[config.mk]
export PLATFORM = sky130hd
export DESIGN_NAME = decode_stage
export DESIGN_NICKNAME = d
export VERILOG_FILES = /design/src/rtl/decode_stage.sv
export SDC_FILE = /design/constraint.sdc
export NUM_CORES = 1
export LEC_CHECK = 0
export CORE_ASPECT_RATIO = 0.6
export CORE_MARGIN = 2
export CORE_UTILIZATION = 44
export CTS_BUF_LIST = sky130_fd_sc_hd__clkbuf_8 sky130_fd_sc_hd__clkbuf_16
export CTS_CLUSTER_DIAMETER = 80
export DETAILED_ROUTE_END_ITERATION = 8
export PLACE_DENSITY = 0.81
export SKIP_CTS_REPAIR_TIMING = 1
export SLEW_MARGIN = 20
export SYNTH_ARGS = -nofsm -noshare
export SYNTH_HDL_FRONTEND = slang
export SYNTH_SLANG_ARGS = --single-unit
export TNS_END_PERCENT = 100
[constraint.sdc]
create_clock -name CLK -period 3.96 [get_ports CLK]
set_input_delay 0.396 -clock CLK [delete_from_list [all_inputs] [get_ports CLK]]
set_output_delay 0.396 -clock CLK [all_outputs]
set_load 0.01 [all_outputs]
[src/rtl/decode_stage.sv]
// Registered decode stage: classifies the opcode and extracts register fields behind a 2-entry skid buffer.
// Optional macro DECODE_ILLEGAL_TRAP_EN adds out_illegal and a sticky halt on accepted illegal entries.
module decode_stage #(
  parameter int unsigned     XLEN     = 32,
  parameter logic [XLEN-1:0] RESET_PC = '0
) (
  input  logic            CLK,
  input  logic            RST,
  input  logic            flush,
  input  logic            in_valid,
  output logic            in_ready,
  input  logic [XLEN-1:0] in_instr,
  input  logic [XLEN-1:0] in_pc,
  output logic            out_valid,
  input  logic            out_ready,
  output logic [XLEN-1:0] out_instr,
  output logic [XLEN-1:0] out_pc,
  output logic [4:0]      out_type,
  output logic [4:0]      out_rd,
  output logic [4:0]      out_rs1,
  output logic [4:0]      out_rs2
`ifdef DECODE_ILLEGAL_TRAP_EN
  ,
  output logic            out_illegal
`endif
);

  // Encoding is {main_valid, skid_valid}; 2'b01 cannot be reached.
  typedef enum logic [1:0] {
    StEmpty = 2'b00,
    StOne   = 2'b10,
    StFull  = 2'b11
  } state_e;

  state_e state_q, state_d;

  logic            in_ready_q, in_ready_d;
  logic [XLEN-1:0] main_instr_q, main_pc_q, skid_instr_q, skid_pc_q;
  logic [4:0]      main_type_q, skid_type_q;

  logic       main_valid;
  logic       in_xfer, out_xfer, cap;
  logic       load_main_new, load_main_skid, load_skid;
  logic [4:0] new_type;

  function automatic logic [4:0] decode_type(input logic [6:0] opcode);
    logic [4:0] t;
    case (opcode)
      7'b0110011: t = 5'd1;
      7'b0000011: t = 5'd2;
      7'b0010011: t = 5'd3;
      7'b1100111: t = 5'd4;
      7'b0100011: t = 5'd5;
      7'b1100011: t = 5'd6;
      7'b0110111: t = 5'd7;
      7'b0010111: t = 5'd8;
      7'b1101111: t = 5'd9;
      default:    t = 5'd0;
    endcase
    return t;
  endfunction

  assign main_valid = state_q[1];
  assign in_xfer    = in_valid & in_ready_q;
  assign out_xfer   = main_valid & out_ready;
  // Flush wins over a same-cycle capture.
  assign cap        = in_xfer & ~flush;
  assign new_type   = decode_type(in_instr[6:0]);

`ifdef DECODE_ILLEGAL_TRAP_EN
  logic main_illegal_q, skid_illegal_q, new_illegal;
  logic halt_q, halt_d;

  assign new_illegal = (new_type == 5'd0) && (in_instr != '0);
  assign halt_d      = flush ? 1'b0 : (halt_q | (out_xfer & main_illegal_q));

  always_ff @(posedge CLK or posedge RST) begin
    if (RST) begin
      halt_q         <= 1'b0;
      main_illegal_q <= 1'b0;
      skid_illegal_q <= 1'b0;
    end else begin
      halt_q <= halt_d;
      if (load_main_new) begin
        main_illegal_q <= new_illegal;
      end else if (load_main_skid) begin
        main_illegal_q <= skid_illegal_q;
      end
      if (load_skid) begin
        skid_illegal_q <= new_illegal;
      end
    end
  end

  assign out_illegal = main_valid & main_illegal_q;
`endif

  always_comb begin
    state_d        = state_q;
    load_main_new  = 1'b0;
    load_main_skid = 1'b0;
    load_skid      = 1'b0;
    if (flush) begin
      state_d = StEmpty;
    end else begin
      case (state_q)
        StEmpty: begin
          if (cap) begin
            load_main_new = 1'b1;
            state_d       = StOne;
          end
        end
        StOne: begin
          if (cap && out_xfer) begin
            load_main_new = 1'b1;
          end else if (cap) begin
            load_skid = 1'b1;
            state_d   = StFull;
          end else if (out_xfer) begin
            state_d = StEmpty;
          end
        end
        StFull: begin
          if (out_xfer) begin
            load_main_skid = 1'b1;
            state_d        = StOne;
          end
        end
        default: state_d = StEmpty;
      endcase
    end
`ifdef DECODE_ILLEGAL_TRAP_EN
    in_ready_d = ~state_d[0] & ~halt_d;
`else
    in_ready_d = ~state_d[0];
`endif
  end

  always_ff @(posedge CLK or posedge RST) begin
    if (RST) begin
      state_q    <= StEmpty;
      in_ready_q <= 1'b1;
    end else begin
      state_q    <= state_d;
      in_ready_q <= in_ready_d;
    end
  end

  always_ff @(posedge CLK or posedge RST) begin
    if (RST) begin
      main_instr_q <= '0;
      main_pc_q    <= RESET_PC;
      main_type_q  <= 5'd0;
      skid_instr_q <= '0;
      skid_pc_q    <= RESET_PC;
      skid_type_q  <= 5'd0;
    end else begin
      if (load_main_new) begin
        main_instr_q <= in_instr;
        main_pc_q    <= in_pc;
        main_type_q  <= new_type;
      end else if (load_main_skid) begin
        main_instr_q <= skid_instr_q;
        main_pc_q    <= skid_pc_q;
        main_type_q  <= skid_type_q;
      end
      if (load_skid) begin
        skid_instr_q <= in_instr;
        skid_pc_q    <= in_pc;
        skid_type_q  <= new_type;
      end
    end
  end

  assign in_ready  = in_ready_q;
  assign out_valid = main_valid;
  assign out_instr = main_instr_q;
  // Empty stage presents the reset PC and a bubble type.
  assign out_pc    = main_valid ? main_pc_q : RESET_PC;
  assign out_type  = main_valid ? main_type_q : 5'd0;
  assign out_rd    = main_instr_q[11:7];
  assign out_rs1   = main_instr_q[19:15];
  assign out_rs2   = main_instr_q[24:20];

endmodule

---- Word level (Yosys, flattened, before mapping) ----
Cells that the tools add are included.
word-level totals
  register bits ........................... 141
  input port bits ......................... 69
  output and inout bits ................... 86
  word-level logic and storage cells ...... 59
cells by class
  equality and inequality tests ........... 15
  muxes and demuxes ....................... 26
  bitwise operators ....................... 5
  reduce and logical (&&, ||, !) cells .... 4
operator list
  cell                                            count
  two-way mux 32 bit                              5
  case mux 4 bit (9 select lines)                 1
  == test 7 x 6 -> 1 bit (second input constant)  3
  == test 7 bit (second input constant)           3
  two-way mux 5 bit                               3
  == test 7 x 5 -> 1 bit (second input constant)  2
  two-way mux 2 bit                               6
  two-way mux 1 bit                               9
  != test 3 bit (second input constant)           3
  == test 7 x 2 -> 1 bit (second input constant)  1
  case mux 2 bit (3 select lines)                 1
  == test 2 bit (second input constant)           2
  != test 4 bit (second input constant)           1
  AND reduction 4 bit                             1
  bitwise AND 1 bit                               3
  logical NOT 2 bit                               1
  NOT 1 bit                                       2
  case mux 1 bit (2 select lines)                 1
  nonzero test 2 bit                              1
  logical AND 1 bit                               1

---- Logic depth before layout (Yosys ltp) ----
Gate-level depths: netlist (run 1).
  depth in word-level cells ............... 7
  depth in mapped cells ................... 6
  gate-level depth less buffers ........... 4

---- Least setup slack after synthesis (run 1) ----
OpenSTA, ideal clock, no wires.
  path type ............................... reg2reg
  start point ............................. reg in_ready_q, in the netlist in_ready
  end point ............................... reg main_pc_q[0]
  setup time .............................. 0.064 ns
  arrival time ............................ 1.552 ns
  data required time ...................... 3.896 ns
  path slack .............................. 2.345 ns
  stages on the path, launching flop included .. 6
  path buffers ............................ 1
  cell sequence ........................... dfstp_2 > nand3b_4 > a211oi_4 > clkbuf_1 > a22o_1 > a21o_1
on the way
  word-level cells in the longest chain between the ends .. 7
  elaborated cells between the ends (all ways) .. 9
  those cells by class .................... mux: 5; bitwise: 2; reduce/logical: 2
RTL lines
  item                                                      line  source
  start, declared                                           37    logic in_ready_q, in_ready_d;
  start signal, assigned                                    145   in_ready_q <= in_ready_d;
  bitwise AND 1 bit *                                       64    assign in_xfer = in_valid & in_ready_q;
  bitwise AND 1 bit *                                       67    assign cap = in_xfer & ~flush;
  logical AND 1 bit                                         114   if (cap && out_xfer) begin
  two-way mux 1 bit                                         114
  case mux 1 bit (2 select lines) *                         106   case (state_q)
  two-way mux 1 bit *                                       103   if (flush) begin
  two-way mux 32 bit or nonzero test 2 bit (tied branches)  -
  end signal, assigned                                      160   main_pc_q <= in_pc;
  end signal, assigned                                      164   main_pc_q <= skid_pc_q;
  end, declared                                             38    logic [XLEN-1:0] main_instr_q, main_pc_q, skid_instr_q, skid_pc_q;
Every way passes the cells marked *; elsewhere a longest branch is shown, timed or not.
A chain may end at the register's enable or synchronous reset.

---- Final worst setup path (run 1) ----
  start point ............................. reg state_q[1]
  end point ............................... out out_pc[14]
on the way
  word-level cells in the longest chain between the ends .. 1
RTL lines
  item                    line  source
  start, declared         35    state_e state_q, state_d;
  start signal, assigned  141   state_q <= StEmpty;
  start signal, assigned  144   state_q <= state_d;
  two-way mux 32 bit      179   assign out_pc = main_valid ? main_pc_q : RESET_PC;
  end, declared           17    output logic [XLEN-1:0] out_pc,
No other way between the ends.

==> impl_metrics.env, run 1 <==
export IMPL_viasPerCell=5.51
export IMPL_dr_total_vias=4345
export IMPL_wire_per_inst_um=17.9
export IMPL_clock_sinks=139
export IMPL_max_slew_margin_rel=0.351
export IMPL_end_kind="output pin"
export IMPL_placed_area_um2=7590
export IMPL_fin_nets=669
export IMPL_final_cells=788
export IMPL_ys_flop_type="dfrtp_1"
export IMPL_synthSimpleGateAreaFrac=0.0636
export IMPL_hp_class="flip-flop to flip-flop"
export IMPL_whs_path_depth=1
export IMPL_hold_end="main_pc_q[2]"
export IMPL_drtPass1Iterations=4
export IMPL_grt_overflow=0
export IMPL_finalClockSkew_ps=9.79
export IMPL_fin_setup_tns_ps=0
export IMPL_multi_input_area_um2=2290
export IMPL_synth_compound_area_share=0.195
export IMPL_cp_required_ps=3560
export IMPL_grt_use_met2=0.314
export IMPL_rr_startpoint="state_q[1]"
export IMPL_regToRegEndpoint="main_type_q[2]"
export IMPL_synth_cells=472
export IMPL_period_minus_slack_ps=2590
export IMPL_ioPinCount=155
export IMPL_fill_cells=1073
export IMPL_critPathLaunchType="flip-flop"
export IMPL_final_common_cell="clkdlybuf4s50_1"
export IMPL_core_rowCount=33
export IMPL_worstPathMaxFanout=22
export IMPL_antenna_found_initial=0
export IMPL_yosysWarnings=0
export IMPL_syn_nets=541
export IMPL_dp_cells=756
export IMPL_vdd_drop_max_uv=279
export IMPL_seq_area_um2=3480
export IMPL_rsz0062_at_grt="no"
export IMPL_synth_edff_count=0
export IMPL_h_tree_depth=4
export IMPL_antennaDiodeCount=0
export IMPL_drt_wl_total_um=14100
export IMPL_muxShareOfSynthArea=0.117
export IMPL_path_clk_slew_ps=60
export IMPL_netlist_area_um2=6060
export IMPL_route_detailed_drc=0
export IMPL_cts_root_buf="clkbuf_16"
export IMPL_portBuffers=153
export IMPL_ys_seq_area_frac=0.574
export IMPL_yosysUniqueCellTypes=30
export IMPL_fin_area_um2=8150
export IMPL_min_delay_start="main_pc_q[2]"
export IMPL_hpwl_um=9120
export IMPL_clk_path_buf_depth=2
export IMPL_p_leak_nw=3.86
export IMPL_grt_pass1_wl_um=23000
export IMPL_post_synth_cell_area_avg_um2=12.8
export IMPL_grt_pass1_vias=4498
export IMPL_power_density_nw_per_um2=508
export IMPL_worst_pin_slew_ps=974
export IMPL_drtIter0Drc=258
export IMPL_final_cell_mix="clkdlybuf4s50_1 (153), dfrtp_1 (138), a22o_1 (64), a21o_1 (64), mux2_2 (63)"
export IMPL_grt_util_met1=0.267
export IMPL_synth_async_reset_ratio=1.00
export IMPL_status="complete, no violations"
export IMPL_numCtsBuffers=17
export IMPL_use_met3=0.0721
export IMPL_synth_top_area_frac=0.570
export IMPL_drtAntennaViolNets=0
export IMPL_arrival_ps=2190
export IMPL_yosys_area_share_xor_xnor=0.00145
export IMPL_finalCritPeriodShare=0.653
export IMPL_max_cap_violations=0
export IMPL_dieArea_um2=14800
export IMPL_routabilityCongestion=0.825
export IMPL_insertion_delay_ps=410
export IMPL_r2r_cells=5
export IMPL_ys_ff_latch=139
export IMPL_synth_area_leader_cell="dfrtp_1"
export IMPL_grt_use_total=0.201
export IMPL_r2r_slack_ps=1650
export IMPL_start_util=0.447
export IMPL_grt_busiest_layer="met2"
export IMPL_die_h_um=94.9
export IMPL_critPathKind="flip-flop to output pin"
export IMPL_final_hold_violation_count=0
export IMPL_total_power_w=0.00414
export IMPL_tritoncts="done"
export IMPL_area_growth_pct=34.6
export IMPL_grt_max_degree=77
export IMPL_final_max_slew_viol_count=0
export IMPL_synthTopCellsByArea="dfrtp_1 (57%), mux2_2 (12%), a22o_1 (9.3%), a21o_1 (7.9%), and2_1 (3.8%)"
export IMPL_finalSetupViolations=0
export IMPL_drive_gt1_frac=0.176
export IMPL_fmax_ghz=0.387
export IMPL_synthAdderAreaFrac=0
export IMPL_die_width_um=156
export IMPL_synth_top_family_by_area="compound AO/OA/AOI/OAI gates"
export IMPL_core_area_um2=13500
==> logic make-up (layout without fill, tap and decap cells) <==
group,Yosys count,after routing
other cells,1,1
flops,139,139
simple gates,64,64
buf+inv,55,196
compound gates,149,149
mux,63,63
xor+xnor,1,1
==> routing by layer <==
metal / vias to the layer above / routed length (µm)
met5: - / 0
met3: 9 / 1040
met2: 148 / 6360
li1: 1948 / -
met1: 2240 / 6640
met4: 0 / 72
==> cell usage after synthesis, drive strengths merged, types with 2 or more instances <==
| library cell | n |
|---|---|
| a211oi | 5 |
| buf | 38 |
| a21oi | 5 |
| nor2 | 5 |
| nand2 | 9 |
| and2 | 37 |
| nor3 | 2 |
| mux2 | 63 |
| inv | 4 |
| dfrtp | 138 |
| nand3b | 3 |
| nor2b | 5 |
| a22o | 64 |
| a21o | 64 |
| o21ai | 8 |
| clkbuf | 13 |
==> state kept, by name, summed over array words and instances, names as in the netlist <==
register and cells:
skid_pc_q 32, main_type_q 4, skid_type_q 4, skid_instr_q 32, out_instr 32, main_pc_q 32, in_ready 1, state_q 2
==> final cells by class <==
class	instances	share of cell area
Sequential cell	139	0.427
Multi-Input combinational cell	278	0.281
Timing Repair Buffer	160	0.194
Clock buffer	18	0.0539
Tap cell	175	0.0269
Clock inverter	14	0.0147
Inverter	4	0.00230
==> worst max path at each step <==
stage,cells past startpoint,from,end,slack (ps)
6_report,3,state_q[1],out_pc[14],1370
5_1_grt,3,state_q[1],out_pc[14],1190
4_1_cts,3,state_q[1],out_pc[14],1320
3_5_place_dp,6,flush,main_type_q[0],1420
3_3_place_gp,6,flush,main_type_q[0],1510
2_1_floorplan,1,RST,main_pc_q[0],1830
==> worst max-delay path, cell delays in order (launching register included) <==
cell and delay (ps):
dfrtp_1 700, buf_4 340, and2_1 160, clkdlybuf4s50_1 590
==> stage by stage <==
stage / utilization / hold WS [ps] / setup WS, ps
final: 0.602 / 465 / 1370
after detailed placement: 0.561 / 458 / 1420
after CTS: 0.602 / 470 / 1320
after global routing: 0.602 / 480 / 1190
after floorplan: - / 441 / 1830
after global placement: 0.561 / 452 / 1510
==> where the power goes <==
| group | leakage, nW | internal (W) | switching [W] |
|---|---|---|---|
| clock network | 0.274 | 0.000882 | 0.000611 |
| registers | 1.72 | 0.00171 | 0.000164 |
| logic | 1.86 | 0.000482 | 0.000288 |
Note: power is estimated with default switching activity, not from simulation.
==> run 2, diff against run 1 <==
==> constraint.sdc (replaced) <==
create_clock -name CLK -period 2.1 [get_ports CLK]
set_input_delay 0.21 -clock CLK [delete_from_list [all_inputs] [get_ports CLK]]
set_output_delay 0.21 -clock CLK [all_outputs]
set_load 0.01 [all_outputs]
==> run 2 against run 1 <==
Count of clock-buffer cells in the layout unchanged; non-clock buffer count up 9; core utilization is 1.7 points higher; critical path type unchanged.
==> impl_metrics.env, run 2 (synthesis results as in run 1) <==
export IMPL_status="complete, no violations"
export IMPL_viasPerCell=5.38
export IMPL_drtPass1Iterations=4
export IMPL_period_minus_slack_ps=2030
export IMPL_total_power_w=0.00810
export IMPL_grt_overflow=0
export IMPL_critPathKind="flip-flop to output pin"
export IMPL_fmax_ghz=0.494
export IMPL_drive_gt1_frac=0.188
export IMPL_dieArea_um2=14800
export IMPL_fin_area_um2=8390
export IMPL_fin_hold_ws_ps=189
export IMPL_portBuffers=153
export IMPL_finalSetupViolations=0
export IMPL_utilization=0.620
export IMPL_grt_use_total=0.202
export IMPL_critPathLaunchType="flip-flop"
export IMPL_final_common_cell="clkdlybuf4s50_1"
export IMPL_finalClockSkew_ps=7.95
export IMPL_worst_slack_ps=74.8
export IMPL_clock_sinks=139
export IMPL_grt_pass1_vias=4457
export IMPL_final_cell_mix="clkdlybuf4s50_1 (153), dfrtp_1 (137), a22o_1 (64), a21o_1 (64), mux2_2 (63)"
export IMPL_clk_path_buf_depth=2
export IMPL_h_tree_depth=4
export IMPL_worstPathMaxFanout=20
export IMPL_finalCritPeriodShare=0.964
export IMPL_area_growth_pct=38.5
export IMPL_pre_cts_slack_ps=156
export IMPL_antenna_found_initial=0
export IMPL_ioPinCount=155
export IMPL_wire_per_inst_um=17.9
export IMPL_max_cap_violations=0
export IMPL_final_hold_violation_count=0
export IMPL_die_h_um=94.9
export IMPL_antennaDiodeCount=0
export IMPL_drtIter0Drc=162
export IMPL_tritoncts="done"
export IMPL_drtAntennaViolNets=0
export IMPL_drt_wl_total_um=14300
export IMPL_rsz0062_at_grt="no"
export IMPL_power_density_nw_per_um2=966
export IMPL_arrival_ps=1820
export IMPL_hpwl_um=9540
export IMPL_vdd_drop_max_uv=553
export IMPL_core_area_um2=13500
export IMPL_insertion_delay_ps=410
export IMPL_cts_root_buf="clkbuf_16"
export IMPL_fin_nets=678
export IMPL_grt_max_degree=74
export IMPL_p_leak_nw=3.96
export IMPL_route_detailed_drc=0
export IMPL_grt_pass1_wl_um=23100
export IMPL_cp_required_ps=1890
export IMPL_hp_class="primary input to async pin"
export IMPL_placed_area_um2=7750
export IMPL_die_width_um=156
export IMPL_core_rowCount=33
export IMPL_dr_total_vias=4289
export IMPL_numCtsBuffers=17
export IMPL_start_util=0.447
export IMPL_end_kind="output pin"
export IMPL_path_clk_slew_ps=60
export IMPL_final_max_slew_viol_count=0
export IMPL_routabilityCongestion=0.797
[run 2: cell count changes in the layout (fill, tap and decap cells not counted), sizes merged]
cell and delta:
clkinv -3, clkinvlp +1, bufinv +2, buf +9
[run 2: cell type report]
cell class	count	area (µm²)
clock inverters	14	171
inverters	4	18.8
multi-input cells	278	2290
repair buffers	169	1770
fillers	1042	5150
clock buffers	18	439
well taps	175	219
flip-flops and latches	139	3480
[run 2: worst paths after layout]
path                       cells past startpoint         start          endpoint  slack, ps
setup / recovery                               3    state_q[1]        out_pc[19]         70
hold / removal                                 2           RST      out_instr[0]        190
setup reg to reg                               5    state_q[1]  skid_instr_q[10]        250
hold reg to reg                                1  main_pc_q[2]      main_pc_q[2]        470
max in group asynchronous                      3           RST   skid_instr_q[5]       1240
min in group CLK                               2     in_pc[16]     skid_pc_q[16]        440
[run 2: per-stage QoR]
step	instances	setup TNS [ps]
6_report	797	0
3_3_place_gp	762	0
5_1_grt	797	0
4_1_cts	794	-3530
2_1_floorplan	472	0
3_5_place_dp	762	0
[run 2: per-layer routing]
layer  GRT usage  part of all wire
met4      0.0459            0.0062
met3      0.0638             0.061
met5           0                 0
met1       0.282              0.49
met2       0.310              0.44
[run 2: worst max-delay path: stages, from the launching register on]
cell and delay [ps]:
dfrtp_2 460, buf_6 200, and2_1 190, clkdlybuf4s50_1 550
[run 2: power breakdown]
group          total [W]  internal, W  switching, W  leakage [nW]
clock            0.00306      0.00190       0.00116         0.292
sequential       0.00354      0.00323      0.000308          1.72
combinational    0.00150     0.000942      0.000555          1.95
total            0.00810      0.00608       0.00202          3.96
==> run 3, diff against run 2 <==
--- a/config.mk
+++ b/config.mk
@@ -5,7 +5,7 @@
 export SDC_FILE = /design/constraint.sdc
 export NUM_CORES = 1
 export LEC_CHECK = 0
-export CORE_ASPECT_RATIO = 0.6
+export CORE_ASPECT_RATIO = 1.25
 export CORE_MARGIN = 2
 export CORE_UTILIZATION = 44
 export CTS_BUF_LIST = sky130_fd_sc_hd__clkbuf_8 sky130_fd_sc_hd__clkbuf_16
==> run 3 against run 2 <==
Via count fell by 0.93%; final cell count fell by 0.63%; critical path type unchanged; highest routed layer unchanged; cell area fell by 0.94%.
==> impl_metrics.env, run 3 (synthesis results as in run 1) <==
export IMPL_status="complete, no violations"
export IMPL_finalCritPeriodShare=0.952
export IMPL_viasPerCell=5.36
export IMPL_p_seq_frac=0.448
export IMPL_drtPass1Iterations=4
export IMPL_numCtsBuffers=17
export IMPL_power_frac_clock=0.364
export IMPL_swShare=0.258
export IMPL_path_cells="buf_8 > and2_1 > clkdlybuf4s50_1"
export IMPL_fin_area_um2=8310
export IMPL_p_leak_nw=3.93
export IMPL_cp_required_ps=1890
export IMPL_clk_path_buf_depth=2
export IMPL_wl_met3_um=715
export IMPL_ioPinCount=155
export IMPL_comb_power_share=0.187
export IMPL_area_growth_pct=37.2
export IMPL_dp_cells=758
export IMPL_fmax_ghz=0.500
export IMPL_hpwl_um=9220
export IMPL_cts_root_buf="clkbuf_16"
export IMPL_drive_gt1_frac=0.190
export IMPL_drt_wl_total_um=13600
export IMPL_grt_overflow=0
export IMPL_portBuffers=153
export IMPL_hp_class="primary input to async pin"
export IMPL_antennaDiodeCount=0
export IMPL_routabilityCongestion=0.784
export IMPL_final_cell_mix="clkdlybuf4s50_1 (153), dfrtp_1 (137), a22o_1 (64), a21o_1 (64), mux2_2 (63)"
export IMPL_route_detailed_drc=0
export IMPL_placed_area_um2=7710
export IMPL_clock_sinks=139
export IMPL_dr_total_vias=4249
export IMPL_critPathLaunchType="flip-flop"
export IMPL_arrival_ps=1790
export IMPL_start_util=0.454
export IMPL_rsz0062_at_grt="no"
export IMPL_core_area_um2=13300
export IMPL_drtAntennaViolNets=0
export IMPL_drt_met1_wl_um=5400
export IMPL_dieArea_um2=14700
export IMPL_vdd_drop_max_uv=546
export IMPL_grt_use_total=0.195
export IMPL_total_power_w=0.00788
export IMPL_grt_pass1_vias=4467
export IMPL_tritoncts="done"
export IMPL_worst_pin_slew_ps=572
export IMPL_final_cells=792
export IMPL_max_cap_violations=0
export IMPL_die_width_um=109
export IMPL_drtIter0Drc=194
export IMPL_critPathMaxStageDelay_ps=550
export IMPL_grt_max_degree=74
export IMPL_fin_setup_tns_ps=0
export IMPL_final_max_slew_viol_count=0
export IMPL_core_rowCount=47
export IMPL_critical_path_slowest_cell="clkdlybuf4s50_1"
export IMPL_highest_layer="met4"
export IMPL_max_slew_margin_rel=0.618
export IMPL_insertion_delay_ps=410
export IMPL_antenna_found_initial=0
export IMPL_final_hold_violation_count=0
export IMPL_power_density_nw_per_um2=948
export IMPL_wl_met2_um=7260
export IMPL_utilization=0.623
export IMPL_end_kind="output pin"
export IMPL_critPathKind="flip-flop to output pin"
export IMPL_grt_pass1_wl_um=22200
export IMPL_p_switching_w=0.00204
export IMPL_crit_family="buffers and inverters"
export IMPL_finalClockSkew_ps=5.43
export IMPL_path_clk_slew_ps=60
export IMPL_h_tree_depth=4
export IMPL_period_minus_slack_ps=2000
export IMPL_crit_buf_inv=2
export IMPL_wire_per_inst_um=17.2
export IMPL_worstPathMaxFanout=29
export IMPL_final_common_cell="clkdlybuf4s50_1"
export IMPL_finalSetupViolations=0
export IMPL_p_int_w=0.00585
export IMPL_die_h_um=135
export IMPL_fin_nets=677
## run 3: power by group through the flow
stage | registers (W) | clock network [W] | logic (W)
global placement | 0.00353 | 0 | 0.00144
CTS | 0.00353 | 0.00293 | 0.00150
detailed placement | 0.00358 | 0 | 0.00149
floorplan | 0.00354 | 0 | 0.000804
global route | 0.00360 | 0.00307 | 0.00161
finish | 0.00353 | 0.00287 | 0.00148
## run 3: area by class of cell
| type | instances | area [µm²] |
|---|---|---|
| Tap cell | 171 | 214 |
| Clock inverter | 14 | 139 |
| Fill cell | 1013 | 5040 |
| Timing Repair Buffer | 168 | 1730 |
| Clock buffer | 18 | 439 |
| Multi-Input combinational cell | 278 | 2290 |
| Inverter | 4 | 18.8 |
| Sequential cell | 139 | 3480 |
## run 3: per-stage QoR
step                      hold WS, ps  setup WS [ps]
after floorplan                   273            156
after global placement            452            225
after detailed placement          457            180
after CTS                         204           -155
after global routing              242           44.3
final                             201            101
## run 3: path summary, 6_finish.rpt
check	end	slack (ps)	cells past startpoint	startpoint
max in group asynchronous	skid_pc_q[9]	1260	3	RST
worst min register to register	main_pc_q[2]	470	1	main_pc_q[2]
worst max register to register	skid_pc_q[23]	310	5	state_q[1]
worst min-delay path	out_instr[25]	200	2	RST
min in group CLK	skid_pc_q[17]	430	2	in_pc[17]
worst max-delay path	out_pc[21]	100	3	state_q[1]
## run 3: routing by layer
metal  global-route usage  up-vias
li1                     -     1959
met1                0.231     2146
met2                0.335      124
met3               0.0519       20
met4               0.0776        0
met5                    0        -
